## src/rtl/digest_uart_tx_feeder.sv

```systemverilog
// digest_uart_tx_feeder
//   Captures a finished SHA-256 digest and streams it to the byte-wide UART
//   transmitter, MSB byte first, using the DV/Active/Done handshake.
//
//   Build option: DIGEST_HEX_ASCII_EN
//     When defined, each byte is sent as two lowercase ASCII hex characters
//     (high nibble first), followed by CR, LF.
//     When undefined, raw bytes are sent with no terminator.
//
// Ports
//   i_Clock      clock, shared with the transmitter
//   i_Reset      synchronous active-high reset
//   i_Digest_DV  digest strobe, accepted only while o_Ready=1
//   i_Digest     digest value, sampled on an accepted strobe
//   o_Ready      high in IDLE
//   o_Tx_DV      one-cycle strobe to the transmitter
//   o_Tx_Byte    byte to the transmitter, held until the next load
//   i_Tx_Active  transmitter busy
//   i_Tx_Done    transmitter frame done (2-cycle level)
//   o_Busy       high from digest accept until FINISH
//   o_Done       one-cycle pulse after the last frame completes
module digest_uart_tx_feeder #(
  parameter int DIGEST_WIDTH    = 256,
  parameter int UART_DATA_WIDTH = 8
) (
  input  logic                       i_Clock,
  input  logic                       i_Reset,
  input  logic                       i_Digest_DV,
  input  logic [DIGEST_WIDTH-1:0]    i_Digest,
  output logic                       o_Ready,
  output logic                       o_Tx_DV,
  output logic [UART_DATA_WIDTH-1:0] o_Tx_Byte,
  input  logic                       i_Tx_Active,
  input  logic                       i_Tx_Done,
  output logic                       o_Busy,
  output logic                       o_Done
);

  localparam int NBYTES = DIGEST_WIDTH / 8;
`ifdef DIGEST_HEX_ASCII_EN
  localparam int NFRAMES = NBYTES * 2 + 2;
`else
  localparam int NFRAMES = NBYTES;
`endif
  localparam int CNT_W = $clog2(NBYTES * 2 + 3);

  typedef enum logic [2:0] {
    IDLE, LOAD, STROBE, WAIT_ACTIVE, WAIT_DONE, FINISH
  } state_t;

  state_t                     r_State;
  logic [DIGEST_WIDTH-1:0]    r_Digest;
  logic [CNT_W-1:0]           r_Byte_Cnt;
  logic                       r_Done_d;
  logic                       r_Tx_DV;
  logic [DIGEST_WIDTH-1:0]    w_Shifted;
  logic [UART_DATA_WIDTH-1:0] w_Next_Byte;

`ifdef DIGEST_HEX_ASCII_EN
  logic [3:0] w_Nibble;

  // Frame f carries nibble f of the digest; two frames per digest byte.
  always_comb begin
    w_Shifted   = r_Digest << {r_Byte_Cnt[CNT_W-1:1], 3'b000};
    w_Nibble    = r_Byte_Cnt[0] ? w_Shifted[DIGEST_WIDTH-5 -: 4]
                                : w_Shifted[DIGEST_WIDTH-1 -: 4];
    w_Next_Byte = (w_Nibble < 4'd10) ? UART_DATA_WIDTH'(8'h30 + {4'h0, w_Nibble})
                                     : UART_DATA_WIDTH'(8'h57 + {4'h0, w_Nibble});
    if (r_Byte_Cnt == CNT_W'(2 * NBYTES))
      w_Next_Byte = UART_DATA_WIDTH'(8'h0D);
    else if (r_Byte_Cnt == CNT_W'(2 * NBYTES + 1))
      w_Next_Byte = UART_DATA_WIDTH'(8'h0A);
  end
`else
  always_comb begin
    w_Shifted   = r_Digest << {r_Byte_Cnt, 3'b000};
    w_Next_Byte = UART_DATA_WIDTH'(w_Shifted[DIGEST_WIDTH-1 -: 8]);
  end
`endif

  // Reset kills a pending strobe in the same cycle it is asserted.
  assign o_Tx_DV = r_Tx_DV & ~i_Reset;

  always_ff @(posedge i_Clock) begin
    if (i_Reset) begin
      r_State    <= IDLE;
      r_Digest   <= '0;
      r_Byte_Cnt <= '0;
      r_Done_d   <= 1'b0;
      r_Tx_DV    <= 1'b0;
      o_Tx_Byte  <= '0;
      o_Ready    <= 1'b1;
      o_Busy     <= 1'b0;
      o_Done     <= 1'b0;
    end else begin
      r_Done_d <= i_Tx_Done;
      r_Tx_DV  <= 1'b0;
      o_Done   <= 1'b0;
      case (r_State)
        IDLE: begin
          if (i_Digest_DV) begin
            r_Digest   <= i_Digest;
            r_Byte_Cnt <= '0;
            o_Ready    <= 1'b0;
            o_Busy     <= 1'b1;
            r_State    <= LOAD;
          end
        end
        // Hold off while the transmitter is still busy: after a mid-frame
        // reset the stale frame must drain before a new strobe can be taken.
        // In normal flow the line is already idle here.
        LOAD: begin
          if (!i_Tx_Active) begin
            o_Tx_Byte <= w_Next_Byte;
            r_Tx_DV   <= 1'b1;
            r_State   <= STROBE;
          end
        end
        STROBE: r_State <= WAIT_ACTIVE;
        WAIT_ACTIVE: begin
          if (i_Tx_Active) r_State <= WAIT_DONE;
        end
        // Only the rising edge of the 2-cycle Done level advances the count.
        WAIT_DONE: begin
          if (i_Tx_Done && !r_Done_d) begin
            r_Byte_Cnt <= r_Byte_Cnt + 1'b1;
            if (r_Byte_Cnt == CNT_W'(NFRAMES - 1)) begin
              o_Busy  <= 1'b0;
              o_Done  <= 1'b1;
              r_State <= FINISH;
            end else begin
              r_State <= LOAD;
            end
          end
        end
        FINISH: begin
          o_Ready <= 1'b1;
          r_State <= IDLE;
        end
        default: begin
          o_Ready <= 1'b1;
          o_Busy  <= 1'b0;
          r_State <= IDLE;
        end
      endcase
    end
  end

endmodule

```

## config.mk

```make
export PLATFORM = sky130hd
export DESIGN_NAME = digest_uart_tx_feeder
export DESIGN_NICKNAME = d
export VERILOG_FILES = /design/src/rtl/digest_uart_tx_feeder.sv
export SDC_FILE = /design/constraint.sdc
export NUM_CORES = 1
export LEC_CHECK = 0
export CAP_MARGIN = 10
export CORE_AREA = 2 2 169 171
export CTS_BUF_LIST = sky130_fd_sc_hd__clkbuf_4 sky130_fd_sc_hd__clkbuf_8
export DETAILED_ROUTE_END_ITERATION = 8
export DIE_AREA = 0 0 171 173
export DONT_BUFFER_PORTS = 1
export MAX_ROUTING_LAYER = met4
export SYNTH_ARGS = -nofsm -noshare
export SYNTH_HDL_FRONTEND = slang
export SYNTH_SLANG_ARGS = --single-unit
```

## constraint.sdc

```tcl
create_clock -name i_Clock -period 2.7 [get_ports i_Clock]
set_clock_uncertainty 0.2 [all_clocks]
set_input_delay 0.675 -clock i_Clock [delete_from_list [all_inputs] [get_ports i_Clock]]
set_output_delay 0.675 -clock i_Clock [all_outputs]
set_load 0.01 [all_outputs]
```

# Word level (Yosys, flattened, before mapping)
# Index checks and enable logic that the tools add are counted.
# W data, S select, Z words.
word_totals:
  regBits: 279
  inputBits: 261
  out_inout_bits: 12
  elab_cells: 61
op_classes:
  addsub: 1
  n_eq_ne: 11
  shift: 1
  n_mux: 17
  n_bitwise: 8
  reduce_logical: 14
ops:
  columns: ["cell", "count"]
  rows:
  - ["$shl A256 B10 Y256", 1]
  - ["$mux W3", 5]
  - ["$pmux W3 S5", 1]
  - ["$mux W7", 2]
  - ["$pmux W7 S2", 1]
  - ["$ne A2 B2 Y1 const B", 5]
  - ["$reduce_and A4 Y1", 2]
  - ["$reduce_or A4 Y1", 2]
  - ["$add A7 B1 Y7 const B", 1]
  - ["$eq A7 B5 Y1 const B", 1]
  - ["$not A1 Y1", 7]
  - ["$eq A3 B2 Y1 const B", 2]
  - ["$eq A3 B3 Y1 const B", 2]
  - ["$mux W1", 6]
  - ["$reduce_and A2 Y1", 3]
  - ["$eq A3 B1 Y1 const B", 1]
  - ["$logic_not A3 Y1", 1]
  - ["$pmux W1 S3", 1]
  - ["$reduce_and A3 Y1", 1]
  - ["$reduce_or A3 Y1", 1]
  - ["$pmux W1 S2", 1]
  - ["$reduce_bool A2 Y1", 1]
  - ["$reduce_or A2 Y1", 1]
  - ["$and A1 B1 Y1", 1]
  - ["other kinds (2)", 2]

# Logic depth before layout (Yosys ltp)
logic_depth:
  word_depth: 4
  mapped_depth: 8
  depth_no_buf: 4

# Worst setup path after synthesis
# OpenSTA, ideal clock, no wires.
synth_timing:
  path_kind: "input to register"
  start: "in i_Tx_Active"
  end: "reg o_Tx_Byte[5]"
  setup_time_ns: 0.059
  t_arrival_ns: 2.184
  slack_ns: 0.258
  stages: 5
  path_buffers: 1
  cell_sequence: "or4b_1 -> or4b_1 -> buf_2 -> a2111oi_4 -> a31o_1"
synth_between:
  elab_chain_len: 2
synth_rtl:
  columns: ["item", "line", "source"]
  rows:
  - ["start: declaration", "33", "input logic i_Tx_Active,"]
  - ["$not A1 Y1 (no line)", null, null]
  - ["$reduce_and A2 Y1 (no line)", null, null]
  - ["end signal: assignment", "114", "o_Tx_Byte <= w_Next_Byte;"]
  - ["end: declaration", "32", "output logic [UART_DATA_WIDTH-1:0] o_Tx_Byte,"]
# Every way passes these cells.
# A chain may end at the register's enable or synchronous reset.

# Final worst setup path
layout_timing:
  start: "reg r_Byte_Cnt[0]"
  end: "reg o_Tx_Byte[0]"
layout_between:
  elab_chain_len: 1
layout_rtl:
  columns: ["item", "line", "source"]
  rows:
  - ["start: declaration", "53", "logic [CNT_W-1:0] r_Byte_Cnt;"]
  - ["start signal: assignment", "126", "r_Byte_Cnt <= r_Byte_Cnt + 1'b1;"]
  - ["$shl A256 B10 Y256", "76", "w_Shifted = r_Digest << {r_Byte_Cnt, 3'b000};"]
# Every way passes these cells.

==> impl_metrics.prom <==
# TYPE chip_impl_metric gauge
chip_impl_metric{name="worst_max_slew_pin_slew",unit="ns"} 0.716
chip_impl_metric{name="power.ir.vdd_worst",unit="uV"} 447
chip_impl_metric{name="dieWidth",unit="um"} 171
chip_impl_metric{name="clockBufferDepth",unit=""} 3
chip_impl_metric{name="synth.yosys.seq_area_share",unit="%"} 47.2
chip_impl_info{name="hp-class",value="in -> reg"} 1
chip_impl_metric{name="power",unit="mW"} 9.59
chip_impl_metric{name="rows",unit=""} 61
chip_impl_metric{name="regArea",unit="um2"} 5590
chip_impl_info{name="critPathCaptureType",value="register"} 1
chip_impl_metric{name="timing_max_transition_violations_final",unit=""} 0
chip_impl_metric{name="count_of_state_elements_after_synthesis",unit=""} 279
chip_impl_metric{name="place_congestion",unit=""} 0.859
chip_impl_metric{name="fp.coreArea",unit="um2"} 27600
chip_impl_metric{name="worst_ep_required_time",unit="ns"} 2.96
chip_impl_metric{name="period_needed",unit="ns"} 2.53
chip_impl_metric{name="mappedNetlistNets",unit=""} 1690
chip_impl_metric{name="final.setup.worst_slack",unit="ns"} 0.166
chip_impl_metric{name="via_count_of_the_routed_design",unit=""} 9629
chip_impl_metric{name="remaining_drc_errors",unit=""} 0
chip_impl_metric{name="grt_ovf",unit=""} 0
chip_impl_metric{name="yosys_warnings",unit=""} 0
chip_impl_metric{name="data_arrival_critical_path",unit="ns"} 2.79
chip_impl_metric{name="antenna_violating_nets_post_route",unit=""} 0
chip_impl_metric{name="async_reset_ff_share",unit="%"} 0
chip_impl_metric{name="initial_antenna_violation_count",unit=""} 0
chip_impl_metric{name="setup_total_negative_slack",unit="ns"} 0
chip_impl_metric{name="multiInputGateArea",unit="um2"} 5770
chip_impl_metric{name="num_io_pins",unit=""} 273
chip_impl_metric{name="critical_path.max_fanout",unit=""} 33
chip_impl_metric{name="vias_in_the_first_global_route",unit=""} 9401
chip_impl_metric{name="h-tree-depth",unit=""} 2
chip_impl_metric{name="leakage",unit="nW"} 4.60
chip_impl_info{name="outcome",value="finished, final reports clean"} 1
chip_impl_metric{name="detail_route.iter0.violations",unit=""} 556
chip_impl_metric{name="syn2layout_area_growth",unit="%"} 11.7
chip_impl_metric{name="clkTransAtPathRegs",unit="ns"} 0.06
chip_impl_info{name="synth_ff_type",value="sky130_fd_sc_hd__dfxtp_1"} 1
chip_impl_metric{name="postSynthAreaPerCell",unit="um2"} 8.29
chip_impl_metric{name="power.density_cell_area",unit="nW/um2"} 725
chip_impl_info{name="critPathKind",value="reg -> reg"} 1
chip_impl_metric{name="firstDrtPassIters",unit=""} 5
chip_impl_metric{name="final_hold_viol_count",unit=""} 0
chip_impl_metric{name="tritoncts_num_sinks",unit=""} 279
chip_impl_metric{name="cts-buffers-inserted",unit=""} 48
chip_impl_metric{name="die_area",unit="um2"} 29600
chip_impl_metric{name="drive_above_1_share",unit="%"} 12.7
chip_impl_metric{name="finalNetCount",unit=""} 1652
chip_impl_metric{name="netlist_area",unit="um2"} 11800
chip_impl_metric{name="netlist_instances",unit=""} 1428
chip_impl_metric{name="hpwl",unit="mm"} 23.3
chip_impl_metric{name="finalCritPeriodShare",unit="%"} 93.8
chip_impl_metric{name="clkLatencyLatePin",unit="ns"} 0.57
chip_impl_metric{name="synth_edf_count",unit=""} 0
chip_impl_metric{name="n_antenna_cell",unit=""} 0
chip_impl_metric{name="post-place-ws",unit="ns"} 0.0493
chip_impl_metric{name="avgRoutedWirePerCell",unit="um"} 18.6
chip_impl_metric{name="grt_start_max_net_pins",unit=""} 198
chip_impl_info{name="clock-root-buffer",value="sky130_fd_sc_hd__clkbuf_8"} 1
chip_impl_metric{name="num-fill-cells",unit=""} 2805
chip_impl_info{name="rsz_0062_raised_after_global_routing",value="no"} 1
chip_impl_metric{name="grt_first_pass_wirelength",unit="mm"} 51.4
chip_impl_metric{name="timing.fmax",unit="MHz"} 395
chip_impl_metric{name="drt-total-wl",unit="mm"} 33.5
chip_impl_metric{name="track_usage",unit="%"} 22.9
chip_impl_metric{name="drv_cap",unit=""} 0
chip_impl_info{name="start_kind",value="register"} 1
chip_impl_info{name="tritoncts",value="built"} 1
chip_impl_metric{name="initial_utilization",unit="%"} 42.8
chip_impl_metric{name="cts-resized-gates",unit=""} 0
chip_impl_metric{name="slew_headroom",unit="%"} 51.6
chip_impl_metric{name="vias_per_cell",unit=""} 5.36
chip_impl_metric{name="fp.dieH",unit="um"} 173
chip_impl_metric{name="ys_types",unit=""} 42
chip_impl_metric{name="port_buffers",unit=""} 0
chip_impl_metric{name="setup_viol",unit=""} 0
[worst paths after layout]
check,startpoint,to,slack [ns],depth (start not counted)
setup / recovery,r_Byte_Cnt[0],o_Tx_Byte[0],0.17,5
hold / removal,i_Tx_Done,r_Done_d,0.04,1
setup reg to reg,r_Byte_Cnt[0],o_Tx_Byte[0],0.17,5
hold reg to reg,r_Digest[79],r_Digest[79],0.25,2
[state kept, by name (all words and copies together), names as in the netlist]
register	count
r_Digest	256
r_Done_d	1
o_Busy	1
o_Done	1
r_Byte_Cnt	7
r_State	3
r_Tx_DV	1
o_Ready	1
o_Tx_Byte	8
[worst max-delay path: stages (launching register included)]
cell                       delay (ns)
sky130_fd_sc_hd__dfxtp_4         0.74
sky130_fd_sc_hd__buf_4           0.31
sky130_fd_sc_hd__mux2_2          0.35
sky130_fd_sc_hd__a221oi_1        0.44
sky130_fd_sc_hd__nand3_1         0.14
sky130_fd_sc_hd__a31o_2          0.24
[area by class of cell]
type | instances | share of cell area [%]
Tap cell | 378 | 3.58
Inverter | 1 | 0.0284
Clock buffer | 73 | 6.93
Clock inverter | 7 | 0.672
Multi-Input combinational cell | 1026 | 43.6
Timing Repair Buffer | 34 | 2.91
Sequential cell | 279 | 42.3
[timing repair]
action,4_1_cts,5_1_grt
endpoints found under the hold margin,85,0
hold buffers,5,0
buffers inserted,0,0
[cell families after synthesis]
| logic type | synth area share, % |
|---|---|
| xor gates and xnor gates | 0.296 |
| muxes | 12.6 |
| adders and majority gates | 0.106 |
| AOI/OAI and AO/OA | 14.9 |
| and+or+nand+nor | 20.8 |
| DFF | 47.2 |
| buffers and inverters | 4.18 |
[power by group]
| group | switching (mW) | internal, mW | total, mW |
|---|---|---|---|
| combinational | 0.630 | 0.377 | 1.01 |
| clock | 1.65 | 2.34 | 3.99 |
| sequential | 0.166 | 4.42 | 4.59 |
[stage by stage]
step	area (um2)	cells	hold WS, ns	utilization (%)
floorplan	11800	1428	0.233	-
global route	13200	1798	0.0136	47.9
detailed placement	12200	1713	0.240	44.0
global placement	12200	1713	0.236	44.0
CTS	13200	1798	0.00480	47.9
finish	13200	1798	0.0390	47.9
[cells in the final DEF (no fill, tap or decap), drive strengths merged, types with 3 or more instances in the layout]
| master | instances |
|---|---|
| a211oi | 10 |
| a21oi | 260 |
| a221oi | 8 |
| a31o | 8 |
| and2 | 3 |
| buf | 30 |
| clkbuf | 73 |
| clkinv | 4 |
| dfxtp | 279 |
| dlygate4sd3 | 4 |
| mux2 | 16 |
| mux2i | 41 |
| mux4 | 40 |
| nand2 | 526 |
| nand2b | 12 |
| nand3 | 8 |
| nand3b | 9 |
| nor2 | 17 |
| nor2b | 4 |
| nor3 | 4 |
| o21ai | 11 |
| o22ai | 15 |
| or4b | 10 |
| xor2 | 3 |
[layer usage]
metal	wire length [um]	part of all wire, %	track usage (%)
met4	581	1.7	5.44
met3	2570	7.7	6.04
met5	0	0	-
met1	14100	42	27.8
met2	16300	49	37.8
[synthesized netlist by cell type (8+ instances only)]
cell                         n  share of area, %
sky130_fd_sc_hd__mux2_2     16               1.5
sky130_fd_sc_hd__o22ai_1    15              0.79
sky130_fd_sc_hd__a221oi_1    8              0.59
sky130_fd_sc_hd__mux4_2     40               7.6
sky130_fd_sc_hd__clkbuf_1   90               2.9
sky130_fd_sc_hd__nand2_1   526                17
sky130_fd_sc_hd__nand2b_1   12              0.63
sky130_fd_sc_hd__nand3_1     8              0.34
sky130_fd_sc_hd__buf_2      20              0.85
sky130_fd_sc_hd__a21oi_1   260                11
sky130_fd_sc_hd__a211oi_1   10              0.63
sky130_fd_sc_hd__or4b_1     10              0.85
sky130_fd_sc_hd__mux2i_1    41               3.5
sky130_fd_sc_hd__nand3b_1    9              0.57
sky130_fd_sc_hd__dfxtp_1   279                47
sky130_fd_sc_hd__buf_1      11              0.35
sky130_fd_sc_hd__o21ai_0    11              0.47
sky130_fd_sc_hd__nor2_1     17              0.54
(Power assumes the default switching activity.)
